<file path="src/rtl/ex_muldiv_pkg.sv">
// Shared constants for the RV32M multiply/divide unit: op encodings, FSM states, sizes.
package ex_muldiv_pkg;

  localparam int XLEN = 32;
  localparam int ITER = 32;

  localparam logic [2:0] F3_MUL    = 3'b000;
  localparam logic [2:0] F3_MULH   = 3'b001;
  localparam logic [2:0] F3_MULHSU = 3'b010;
  localparam logic [2:0] F3_MULHU  = 3'b011;
  localparam logic [2:0] F3_DIV    = 3'b100;
  localparam logic [2:0] F3_DIVU   = 3'b101;
  localparam logic [2:0] F3_REM    = 3'b110;
  localparam logic [2:0] F3_REMU   = 3'b111;

  typedef enum logic [1:0] {
    ST_IDLE = 2'd0,
    ST_BUSY = 2'd1,
    ST_DONE = 2'd2
  } state_t;

endpackage

</file>
<file path="src/rtl/muldiv_iter.sv">
// Iterative unsigned datapath: radix-2 shift-add multiply and restoring divide, one bit per step.
module muldiv_iter
  import ex_muldiv_pkg::*;
#(
  parameter int DATA_W = XLEN
) (
  input  logic                clk,
  input  logic                rst,
  input  logic                load,
  input  logic                step,
  input  logic [DATA_W-1:0]   mag_a,
  input  logic [DATA_W-1:0]   mag_b,
  output logic                last,
  output logic [2*DATA_W-1:0] prod,
  output logic [DATA_W-1:0]   quot,
  output logic [DATA_W-1:0]   rem
);

  localparam int CNT_W = $clog2(ITER);

  logic [CNT_W-1:0]    cnt_q;
  logic [2*DATA_W-1:0] acc_q, acc_nxt;
  logic [DATA_W-1:0]   quot_q, quot_nxt;
  logic [DATA_W:0]     rem_q, rem_nxt;
  logic [DATA_W-1:0]   opb_q;
  logic [DATA_W:0]     mul_sum;
  logic [DATA_W+1:0]   rem_sh, rem_diff;

  // Multiply: low half of acc holds the multiplier, consumed LSB first as the sum shifts in.
  always_comb begin
    mul_sum = {1'b0, acc_q[2*DATA_W-1:DATA_W]} + (acc_q[0] ? {1'b0, opb_q} : '0);
    acc_nxt = {mul_sum, acc_q[DATA_W-1:1]};
  end

  // Divide: dividend shifts out of quot MSB first into the partial remainder.
  always_comb begin
    rem_sh   = {rem_q, quot_q[DATA_W-1]};
    rem_diff = rem_sh - {2'b00, opb_q};
    if (rem_diff[DATA_W+1]) begin
      rem_nxt  = rem_sh[DATA_W:0];
      quot_nxt = {quot_q[DATA_W-2:0], 1'b0};
    end else begin
      rem_nxt  = rem_diff[DATA_W:0];
      quot_nxt = {quot_q[DATA_W-2:0], 1'b1};
    end
  end

  always_ff @(posedge clk or posedge rst) begin
    if (rst) begin
      cnt_q  <= '0;
      acc_q  <= '0;
      quot_q <= '0;
      rem_q  <= '0;
      opb_q  <= '0;
    end else if (load) begin
      cnt_q  <= '0;
      acc_q  <= {{DATA_W{1'b0}}, mag_a};
      quot_q <= mag_a;
      rem_q  <= '0;
      opb_q  <= mag_b;
    end else if (step) begin
      cnt_q  <= cnt_q + 1'b1;
      acc_q  <= acc_nxt;
      quot_q <= quot_nxt;
      rem_q  <= rem_nxt;
    end
  end

  assign last = (cnt_q == CNT_W'(ITER - 1));
  assign prod = acc_q;
  assign quot = quot_q;
  assign rem  = rem_q[DATA_W-1:0];

endmodule

</file>
<file path="src/rtl/ex_muldiv.sv">
// RV32M execute-stage multiply/divide: FSM, sign handling, divide special cases and pipeline stall.
module ex_muldiv
  import ex_muldiv_pkg::*;
(
  input  logic            clk,
  input  logic            rst,
  input  logic            start,
  input  logic [2:0]      funct3,
  input  logic [XLEN-1:0] op_a,
  input  logic [XLEN-1:0] op_b,
  input  logic [4:0]      rd,
  input  logic            flush,
  output logic            stall_req,
  output logic            busy,
  output logic            valid_o,
  output logic [XLEN-1:0] result,
  output logic [4:0]      rd_o
);

  localparam logic [XLEN-1:0] INT_MIN = {1'b1, {(XLEN-1){1'b0}}};

  state_t state_q, state_d;

  logic [2:0]        f3_q;
  logic [4:0]        rd_q, rd_last_q;
  logic              neg_q, spec_q;
  logic [XLEN-1:0]   spec_res_q, res_q;
  logic              accept, signed_a, signed_b, sa, sb, neg_in;
  logic              div_by0, div_ovf, special;
  logic signed [XLEN-1:0] a_s, b_s;
  logic [XLEN-1:0]   mag_a, mag_b, spec_val, final_res;
  logic              iter_last;
  logic [2*XLEN-1:0] prod;
  logic [XLEN-1:0]   quot, rem;

  function automatic logic [XLEN-1:0] fix_result(input logic [2:0] f3, input logic neg,
                                                 input logic [2*XLEN-1:0] p,
                                                 input logic [XLEN-1:0] q,
                                                 input logic [XLEN-1:0] r);
    logic [2*XLEN-1:0] p_s;
    logic [XLEN-1:0]   res;
    p_s = neg ? -p : p;
    case (f3)
      F3_MUL:          res = p_s[XLEN-1:0];
      F3_DIV, F3_DIVU: res = neg ? -q : q;
      F3_REM, F3_REMU: res = neg ? -r : r;
      default:         res = p_s[2*XLEN-1:XLEN];
    endcase
    return res;
  endfunction

  assign a_s      = op_a;
  assign b_s      = op_b;
  assign signed_a = (funct3 == F3_MULH) || (funct3 == F3_MULHSU) ||
                    (funct3 == F3_DIV)  || (funct3 == F3_REM);
  assign signed_b = (funct3 == F3_MULH) || (funct3 == F3_DIV) || (funct3 == F3_REM);
  assign sa       = signed_a && (a_s < 0);
  assign sb       = signed_b && (b_s < 0);
  assign mag_a    = sa ? -op_a : op_a;
  assign mag_b    = sb ? -op_b : op_b;
  assign neg_in   = (funct3 == F3_REM) ? sa : (sa ^ sb);

  assign div_by0  = funct3[2] && (op_b == '0);
  assign div_ovf  = ((funct3 == F3_DIV) || (funct3 == F3_REM)) &&
                    (op_a == INT_MIN) && (op_b == '1);
  assign special  = div_by0 || div_ovf;

  // funct3[1] separates REM/REMU from DIV/DIVU among divide ops.
  always_comb begin
    spec_val = '0;
    if (div_by0) spec_val = funct3[1] ? op_a : '1;
    else         spec_val = funct3[1] ? '0 : INT_MIN;
  end

  assign accept = (state_q == ST_IDLE) && start && !flush;

  always_comb begin
    state_d = state_q;
    case (state_q)
      ST_IDLE: if (accept) state_d = special ? ST_DONE : ST_BUSY;
      ST_BUSY: begin
        if (flush)          state_d = ST_IDLE;
        else if (iter_last) state_d = ST_DONE;
      end
      ST_DONE: state_d = ST_IDLE;
      default: state_d = ST_IDLE;
    endcase
  end

  always_ff @(posedge clk or posedge rst) begin
    if (rst) state_q <= ST_IDLE;
    else     state_q <= state_d;
  end

  always_ff @(posedge clk or posedge rst) begin
    if (rst) begin
      f3_q       <= '0;
      rd_q       <= '0;
      neg_q      <= 1'b0;
      spec_q     <= 1'b0;
      spec_res_q <= '0;
    end else if (accept) begin
      f3_q       <= funct3;
      rd_q       <= rd;
      neg_q      <= neg_in;
      spec_q     <= special;
      spec_res_q <= spec_val;
    end
  end

  muldiv_iter #(.DATA_W(XLEN)) u_iter (
    .clk   (clk),
    .rst   (rst),
    .load  (accept && !special),
    .step  (state_q == ST_BUSY),
    .mag_a (mag_a),
    .mag_b (mag_b),
    .last  (iter_last),
    .prod  (prod),
    .quot  (quot),
    .rem   (rem)
  );

  assign final_res = spec_q ? spec_res_q : fix_result(f3_q, neg_q, prod, quot, rem);
  assign valid_o   = (state_q == ST_DONE) && !flush;
  assign busy      = (state_q == ST_BUSY);
  assign stall_req = accept || busy;

  // Outputs show the live result only while valid_o; otherwise the last delivered one.
  always_ff @(posedge clk or posedge rst) begin
    if (rst) begin
      res_q     <= '0;
      rd_last_q <= '0;
    end else if (valid_o) begin
      res_q     <= final_res;
      rd_last_q <= rd_q;
    end
  end

  assign result = valid_o ? final_res : res_q;
  assign rd_o   = valid_o ? rd_q : rd_last_q;

endmodule

</file>
<file path="config.mk">
export PLATFORM = sky130hd
export DESIGN_NAME = ex_muldiv
export DESIGN_NICKNAME = d
export VERILOG_FILES = /design/src/rtl/ex_muldiv_pkg.sv /design/src/rtl/muldiv_iter.sv /design/src/rtl/ex_muldiv.sv
export SDC_FILE = /design/constraint.sdc
export NUM_CORES = 1
export LEC_CHECK = 0
export CAP_MARGIN = 10
export CORE_ASPECT_RATIO = 1.75
export CORE_UTILIZATION = 54
export CTS_CLUSTER_DIAMETER = 120
export DETAILED_ROUTE_END_ITERATION = 12
export PLACE_DENSITY = 0.83
export SLEW_MARGIN = 20
export SYNTH_ARGS = -nofsm -noshare
export SYNTH_HDL_FRONTEND = slang
export SYNTH_SLANG_ARGS = --single-unit
</file>
<file path="constraint.sdc">
create_clock -name clk -period 14.1 [get_ports clk]
set_input_delay 2.82 -clock clk [delete_from_list [all_inputs] [get_ports clk]]
set_output_delay 2.82 -clock clk [all_outputs]
set_load 0.05 [all_outputs]
</file>
Word-level counts from Yosys, hierarchy flattened --
Cells that the tools add are included.
Operators by class: multiplexer cells 29, order comparisons 2, bitwise gates (word level) 1, reduce and logical (&&, ||, !) cells 26, add/sub/neg operators 8, equality and inequality tests 15
Operators with widths (count):
- $mux W32 | 12
- $mux W64 | 3
- $neg A32 Y32 | 4
- $mux W33 | 3
- $pmux W32 S3 | 1
- $eq A32 B32 Y1 const B | 2
- $lt A32 B1 Y1 const B | 2
- $neg A64 Y64 | 1
- $sub A34 B32 Y34 | 1
- $add A32 B33 Y33 | 1
- $logic_not A32 Y1 | 1
- $eq A3 B3 Y1 const B | 6
- $mux W5 | 3
- $logic_and A1 B1 Y1 | 9
- $logic_or A1 B1 Y1 | 8
- $mux W2 | 4
- $add A5 B1 Y5 const B | 1
- $eq A5 B5 Y1 const B | 1
- $pmux W2 S2 | 1
- $reduce_or A2 Y1 | 2
- $eq A3 B1 Y1 const B | 1
- $eq A3 B2 Y1 const B | 1
- $logic_not A3 Y1 | 1
- $ne A3 B2 Y1 const B | 1
- 9 further kinds | 11
Storage, ports and cells: output and inout bits 40, input bits 76, word-level logic and storage cells 94, bits in registers 247

Depth between registers and ports, before layout --
Gate-level depths: netlist (run 1).
depth in word-level cells 8, mapped depth 15

Modules after synthesis --
From an unflattened synthesis (run 1), not the netlist that was laid out.
Unflattened totals: cell total of the unflattened synthesis 2438, area total of the unflattened synthesis 20104.3 µm²
By module, submodules not included:
- muldiv_iter | sequential area each 4154.0 µm², cells each 1266, times used 1, area an instance 11199.5 µm²
- ex_muldiv | sequential area each 2026.9 µm², cells each 1172, times used 1, area an instance 8904.8 µm²

Least setup slack after synthesis (run 1) --
OpenSTA, ideal clock, no wires.
path type in2out, start input port flush, end output port result[11], stages on the path 6, path slack 6.190 ns, buffers on the path 2, data arrival time 5.090 ns, cells stage by stage or3b_2 clkbuf_1 inv_1 buf_1 nor2_1 o22ai_1
On the way: word-level cells in the longest chain between the ends 3
RTL lines:
- from (decl) | line ex_muldiv.sv:12 | input logic flush,
- $logic_not A1 Y1 | line ex_muldiv.sv:125 | assign valid_o = (state_q == ST_DONE) && !flush;
- $logic_and A1 B1 Y1 | line ex_muldiv.sv:125
- named net valid_o | line ex_muldiv.sv:15 | output logic valid_o,
- $mux W32
- to (decl) | line ex_muldiv.sv:16 | output logic [XLEN-1:0] result,
The timed path passes the listed nets, and every way through them passes these cells.

Worst setup path after layout (run 1) --
start input port flush, end output port result[6]
On the way: word-level cells in the longest chain between the ends 3
RTL lines (line):
- $logic_not A1 Y1 | ex_muldiv.sv:125
- $logic_and A1 B1 Y1 | ex_muldiv.sv:125
- $mux W32
Every way passes these cells.

==> metrics, run 1 <==
P_leak=approximately 8.7 nW; Hold Path End=spec_res_q[13]$_DFFE_PP0P_; postcts setup bufs=0; R2R Path End=res_q[6]$_DFF_PP0_; gr ovfl total=0; DR vias=17200; CTS root buf=clkbuf_16; placed cell areas=19500 um2; final hold violation count=0; DIE HEIGHT=245 um; post_cts resized=0; area of the multi-input gates=11200 um2; TritonCTS buffer count=24; Die ar.=34400 um2; TritonCTS clock tree=built; hold buffers post-CTS=0; synthesized area per cell=8.28 um2; DR iter-0 viols=between 1500 and 2000; WP data required=11.28 ns; Switching Power=between 1.5 and 2 mW; unrepaired setup endpoints after global routing=no; HPWL Detailed=41800 um; Port Buffer Count=115; largest net degree at the start of global routing=108; type of the tightest min-delay check=register to register; CP Class=input pin to output pin; most frequent cell after synthesis=dfrtp_1; final WL=56200 um; DRC Markers=0; worst vdd ir=0.0951 mV; htree depth=1; hold path cells=2; vias per inst=6.48; Boundary Pins=116; largest cells by area after synthesis=dfrtp_1 34%, xor2_1 5.8%, xnor2_1 5.3%; CTS sink cnt=247; Worst Skew=0.0202 ns; fmax=about 0.11 GHz; Seq pwr share=0.309; first-pass GRT wire length=89000 um; YS warnings=0; n_diodes=0; Crit path arrival time=6.32 ns; Placer Congestion=0.990; placed insts=roughly 2600; DR WL/cell=around 21 um; worst-margin pin slew=1.10 ns; Int Power=2.16 mW; Initial DRT Pass Iterations=6; Cell Chain, Critical Path=clkdlybuf4s50_1, or3b_2, buf_4, inv_1, buf_4, nand2_1, a2111oi_0, a21oi_1, clkdlybuf4s50_1; Tot Pwr=between 4 and 5 mW; status=finished clean; Hold WS=0.473 ns; Reg area=6180 um2; core area=33000 um2; clock network fraction of design power=0.162; Register-to-Register Path Depth=11; final core utilization=0.614; Die W=141 um; Core Rows=a little under 90; Clock Tree Buf Depth=3; critical-path cell with the highest stage delay=clkdlybuf4s50_1; sequential element share of the synthesized area=0.340; crit share post-route=0.649; worst skew pair latency=around 0.55 ns; pre-CTS WS=5.05 ns; synthesized area=around 18000 um2; switch share=0.473; Synth cell types=82; Power per Cell Area=202 nW/um2; Crit path largest cell delay=0.75 ns; relative slew slack=0.267; Top FF cell, synth=dfrtp_1; fin worst setup slack=approximately 5 ns; initial antenna violation count=0; share of the synthesized area in the top cell type=0.340; Non-Filler Instances=between 2000 and 3000; HP Start=spec_res_q[13]$_DFFE_PP0P_; Mapped Cells=2195; share of post-route cells with drive strength above 1=0.0459; fill count=2841; vias in the first global route=16800; EDFF count, synth=0; Synth top cells by count=247 x dfrtp_1, 246 x nand2_1, 198 x nor2_1; Initial Util=0.550; Synth Register Bits=247; remaining antenna violation count=0; maximum fanout along the worst path=43; power share of the combinational group=0.529; Syn-to-layout area delta=11.6%; Setup TNS=0 ns; max cap viols=0; Setup Viol. Count Final=0; Critical Path Sink Type=output pin; r2r setup slk=between 9 and 10 ns; Syn Nets=2345; Final Max Slew Viols=0; cell taking the most area after synthesis=dfrtp_1; Reg-to-Reg Start=u_iter.prod[0]$_DFFE_PP0P_; Final nets=roughly 2400; Clock transition at path regs=about 0.06 ns; fin area=20300 um2; total global-route track usage=0.326; startpoint types=input pin; ys async rst share=1.00; Final Critical Period=~9.1 ns
[logic make-up (layout without fill, tap and decap cells)]
family | count (synthesis) | count (layout) | share of synthesized area
fa+ha+maj | 74 | 74 | 0.0518
mux | 17 | 17 | 0.00964
simple gates | 722 | 722 | 0.187
compound gates | 701 | 701 | 0.254
buf+inv | 202 | 253 | 0.0463
flops | 247 | 247 | 0.340
xor+xnor | 232 | 232 | 0.112
[layout make-up]
type / count / share of cell area
multi-input combinational: 1746 / 0.551
inverter: 71 / 0.0135
clock buffer: 35 / 0.0356
timing repair buffer: 141 / 0.0673
clock inverter: 6 / 0.00284
tap: 405 / 0.0250
sequential: 247 / 0.305
[sequential cells by signal, summed over array words and instances, names as in the netlist]
register / count
res_q: 32
u_iter.quot: 32
rd_last_q: 5
rd_q: 5
f3_q: 3
spec_res_q: 32
u_iter.rem_q: 33
u_iter.cnt_q: 5
neg_q: 1
u_iter.prod: 64
state_q: 2
spec_q: 1
u_iter.opb_q: 32
[metal layers]
layer / wire length, um / part of all wire / vias to the layer above / GRT usage
met2: 28300 / 0.50 / 764 / 0.589
met3: 3790 / 0.068 / 223 / 0.0542
li1: - / - / 8007 / -
met1: 20400 / 0.36 / 8179 / 0.349
met5: 0 / 0 / - / 0
met4: 3680 / 0.065 / 0 / 0.206
[how the worst max path moves through the flow]
stage,from,end,slack (ns),cells past startpoint
floorplan,rst,f3_q[0]$_DFFE_PP0P_,4.49,1
global placement,flush,result[6],5.17,9
detailed placement,flush,result[6],5.05,9
CTS,flush,result[6],5.04,9
global route,flush,result[6],4.79,9
finish,flush,result[6],4.96,9
[critical path, delay by kind of cell]
kind	cells	cell delay, ns
AO/OA/AOI/OAI	2	0.72
AND/OR/NAND/NOR	2	0.77
buffers and inverters	5	1.98
[power by group through the flow]
stage	combinational [mW]	sequential, mW	clock, mW
finish	2.16	1.27	0.662
global route	2.34	1.29	0.693
CTS	2.13	1.25	0.664
detailed placement	2.11	1.26	0
global placement	2.06	1.25	0
floorplan	1.62	1.14	0
[placed cells by master (no fill, tap or decap), types with 18 or more instances in the layout]
cell type / n
nor3_1: 39
nand4_1: 18
xnor2_1: 111
o22ai_1: 19
a211oi_1: 22
o21ai_1: 41
nor2b_1: 37
or3_1: 31
xor2_1: 121
dfrtp_1: 246
buf_4: 25
ha_1: 72
inv_1: 69
a21oi_1: 174
a21o_1: 31
nand2_1: 245
nor2_1: 198
o41ai_1: 22
nand3_1: 46
o21ai_0: 151
clkdlybuf4s50_1: 115
a221o_1: 61
clkbuf_16: 25
o31ai_1: 73
No activity file was read; power rests on OpenSTA's default activity.
==> run 2, diff against run 1 <==
- PLACE_DENSITY: 0.83 -> 0.86
- clock period: 14.1 -> 8.2 ns (I/O delays scaled with it)
==> run 2 against run 1 <==
Critical path depth rose by 4. Sequential cell count unchanged. Sequential share of layout area down 0.10 points. Critical path type is now register to output pin. Largest power group unchanged.
==> metrics, run 2 (synthesis gave the netlist of run 1 again) <==
type of the tightest min-delay check=register to register; DR vias=17200; largest net degree at the start of global routing=168; pre-CTS WS=around 1.6 ns; Int Power=3.78 mW; initial antenna violation count=1; clock network fraction of design power=0.172; relative slew slack=0.250; Critical Path Sink Type=output pin; post_cts resized=0; worst skew pair latency=0.55 ns; Seq pwr share=0.310; worst vdd ir=0.191 mV; WP data required=6.56 ns; switch share=0.468; postcts setup bufs=0; Die ar.=34400 um2; Crit path arrival time=around 5.5 ns; hold buffers post-CTS=0; crit-path leading delay family=simple AND/OR/NAND/NOR gates; Worst Skew=0.0235 ns; Setup TNS=0 ns; Tot Pwr=7.12 mW; power share of the combinational group=0.518; Final Critical Period=7.17 ns; fill count=2838; status=finished clean; gr ovfl total=0; vias per inst=between 6 and 7; total global-route track usage=0.332; startpoint types=register; TritonCTS clock tree=built; fin worst setup slack=1.03 ns; fin area=roughly 20000 um2; Final Max Slew Viols=0; Placer Congestion=1.01; most frequent CP cell=or3_4; worst-margin pin slew=1.11 ns; HPWL Detailed=42700 um; Die W=141 um; Initial Util=0.550; Boundary Pins=116; critical-path cell with the highest stage delay=clkdlybuf4s50_1; core area=33000 um2; Crit path largest cell delay=0.75 ns; Cell Chain, Critical Path=inv_1, buf_4, ha_1, or3b_1, or4_4, nand2b_1, or3_4, or3_4, o31ai_4, xnor2_1, a2111oi_0, a21oi_1, clkdlybuf4s50_1; most common cell after layout, fill and taps aside=dfrtp_1; final WL=57100 um; Power per Cell Area=about 350 nW/um2; placed cell areas=19500 um2; P_leak=8.78 nW; Initial DRT Pass Iterations=5; n_diodes=0; Port Buffer Count=115; htree depth=1; DRC Markers=0; final hold violation count=0; Final nets=about 2400; share of post-route cells with drive strength above 1=0.0476; CTS sink cnt=~250; unrepaired setup endpoints after global routing=no; DR WL/cell=approximately 22 um; CP Class=register to output pin; Syn-to-layout area delta=12.0%; fmax=0.139 GHz; crit share post-route=0.875; vias in the first global route=17000; CTS root buf=clkbuf_16; Clock transition at path regs=0.07 ns; Setup Viol. Count Final=0; Buf/Inv on CP=3; Clock Tree Buf Depth=3; final core utilization=0.616; TritonCTS buffer count=25; maximum fanout along the worst path=32; Core Rows=between 80 and 90; DR iter-0 viols=1249; Largest register FFs=64; Switching Power=approximately 3.3 mW; most frequent cells in the layout=246 x dfrtp_1, 245 x nand2_1, 198 x nor2_1, 174 x a21oi_1, 151 x o21ai_0; max cap viols=0; remaining antenna violation count=0; DIE HEIGHT=245 um; first-pass GRT wire length=approximately 90000 um
-- run 2: cell count changes in the layout (fill, tap and decap cells not counted), sizes merged --
cell      previous run  this run
bufinv               1         3
buf                 26        27
clkinv               4         3
clkinvlp             1         2
-- run 2: layout make-up --
type	count	area [um2]	area share
sequential	247	6180	0.304
timing repair buffer	142	1370	0.0671
clock inverter	8	121	0.00596
clock buffer	35	733	0.0360
inverter	71	270	0.0133
tap	405	507	0.0249
multi-input combinational	1746	11200	0.549
-- run 2: worst paths after layout --
check                                           start                      endpoint  slack [ns]  depth (start not counted)
min                            rd_last_q[0]$_DFF_PP0_        rd_last_q[0]$_DFF_PP0_        0.47                          2
max                        u_iter.prod[0]$_DFFE_PP0P_                     result[6]        1.03                         13
max in group asynchronous                         rst  u_iter.opb_q[28]$_DFFE_PP0P_        5.59                          3
max reg2reg                u_iter.prod[0]$_DFFE_PP0P_            res_q[6]$_DFF_PP0_        3.80                         12
min in group asynchronous                         rst    spec_res_q[23]$_DFFE_PP0P_        1.38                          2
min reg2reg                    rd_last_q[0]$_DFF_PP0_        rd_last_q[0]$_DFF_PP0_        0.47                          2
-- run 2: layer usage --
| metal | routed length (um) | vias to the layer above | GRT usage |
|---|---|---|---|
| li1 | - | 8014 | - |
| met1 | 20400 | 8087 | 0.361 |
| met2 | 28400 | 819 | 0.591 |
| met3 | 3900 | 249 | 0.0474 |
| met4 | 4330 | 2 | 0.235 |
| met5 | 13 | - | 0 |
-- run 2: tightest hold or removal path, cell delays in order, from the launching register on --
cell	delay, ns
dfrtp_1	0.32
nand2_1	0.04
nand2_1	0.07
-- run 2: per-stage QoR --
step / std cells / hold WS (ns)
4_1_cts: 2654 / 0.476
3_3_place_gp: 2611 / 0.453
5_1_grt: 2654 / 0.497
3_5_place_dp: 2611 / 0.461
6_report: 2654 / 0.472
2_1_floorplan: 2195 / 0.437
-- run 2: power groups by stage --
stage | clock (mW) | combinational (mW) | sequential (mW)
floorplan | 0 | 2.78 | 1.96
global placement | 0 | 3.55 | 2.18
detailed placement | 0 | 3.62 | 2.20
CTS | 1.23 | 3.64 | 2.18
global route | 1.27 | 4.01 | 2.24
finish | 1.22 | 3.69 | 2.21
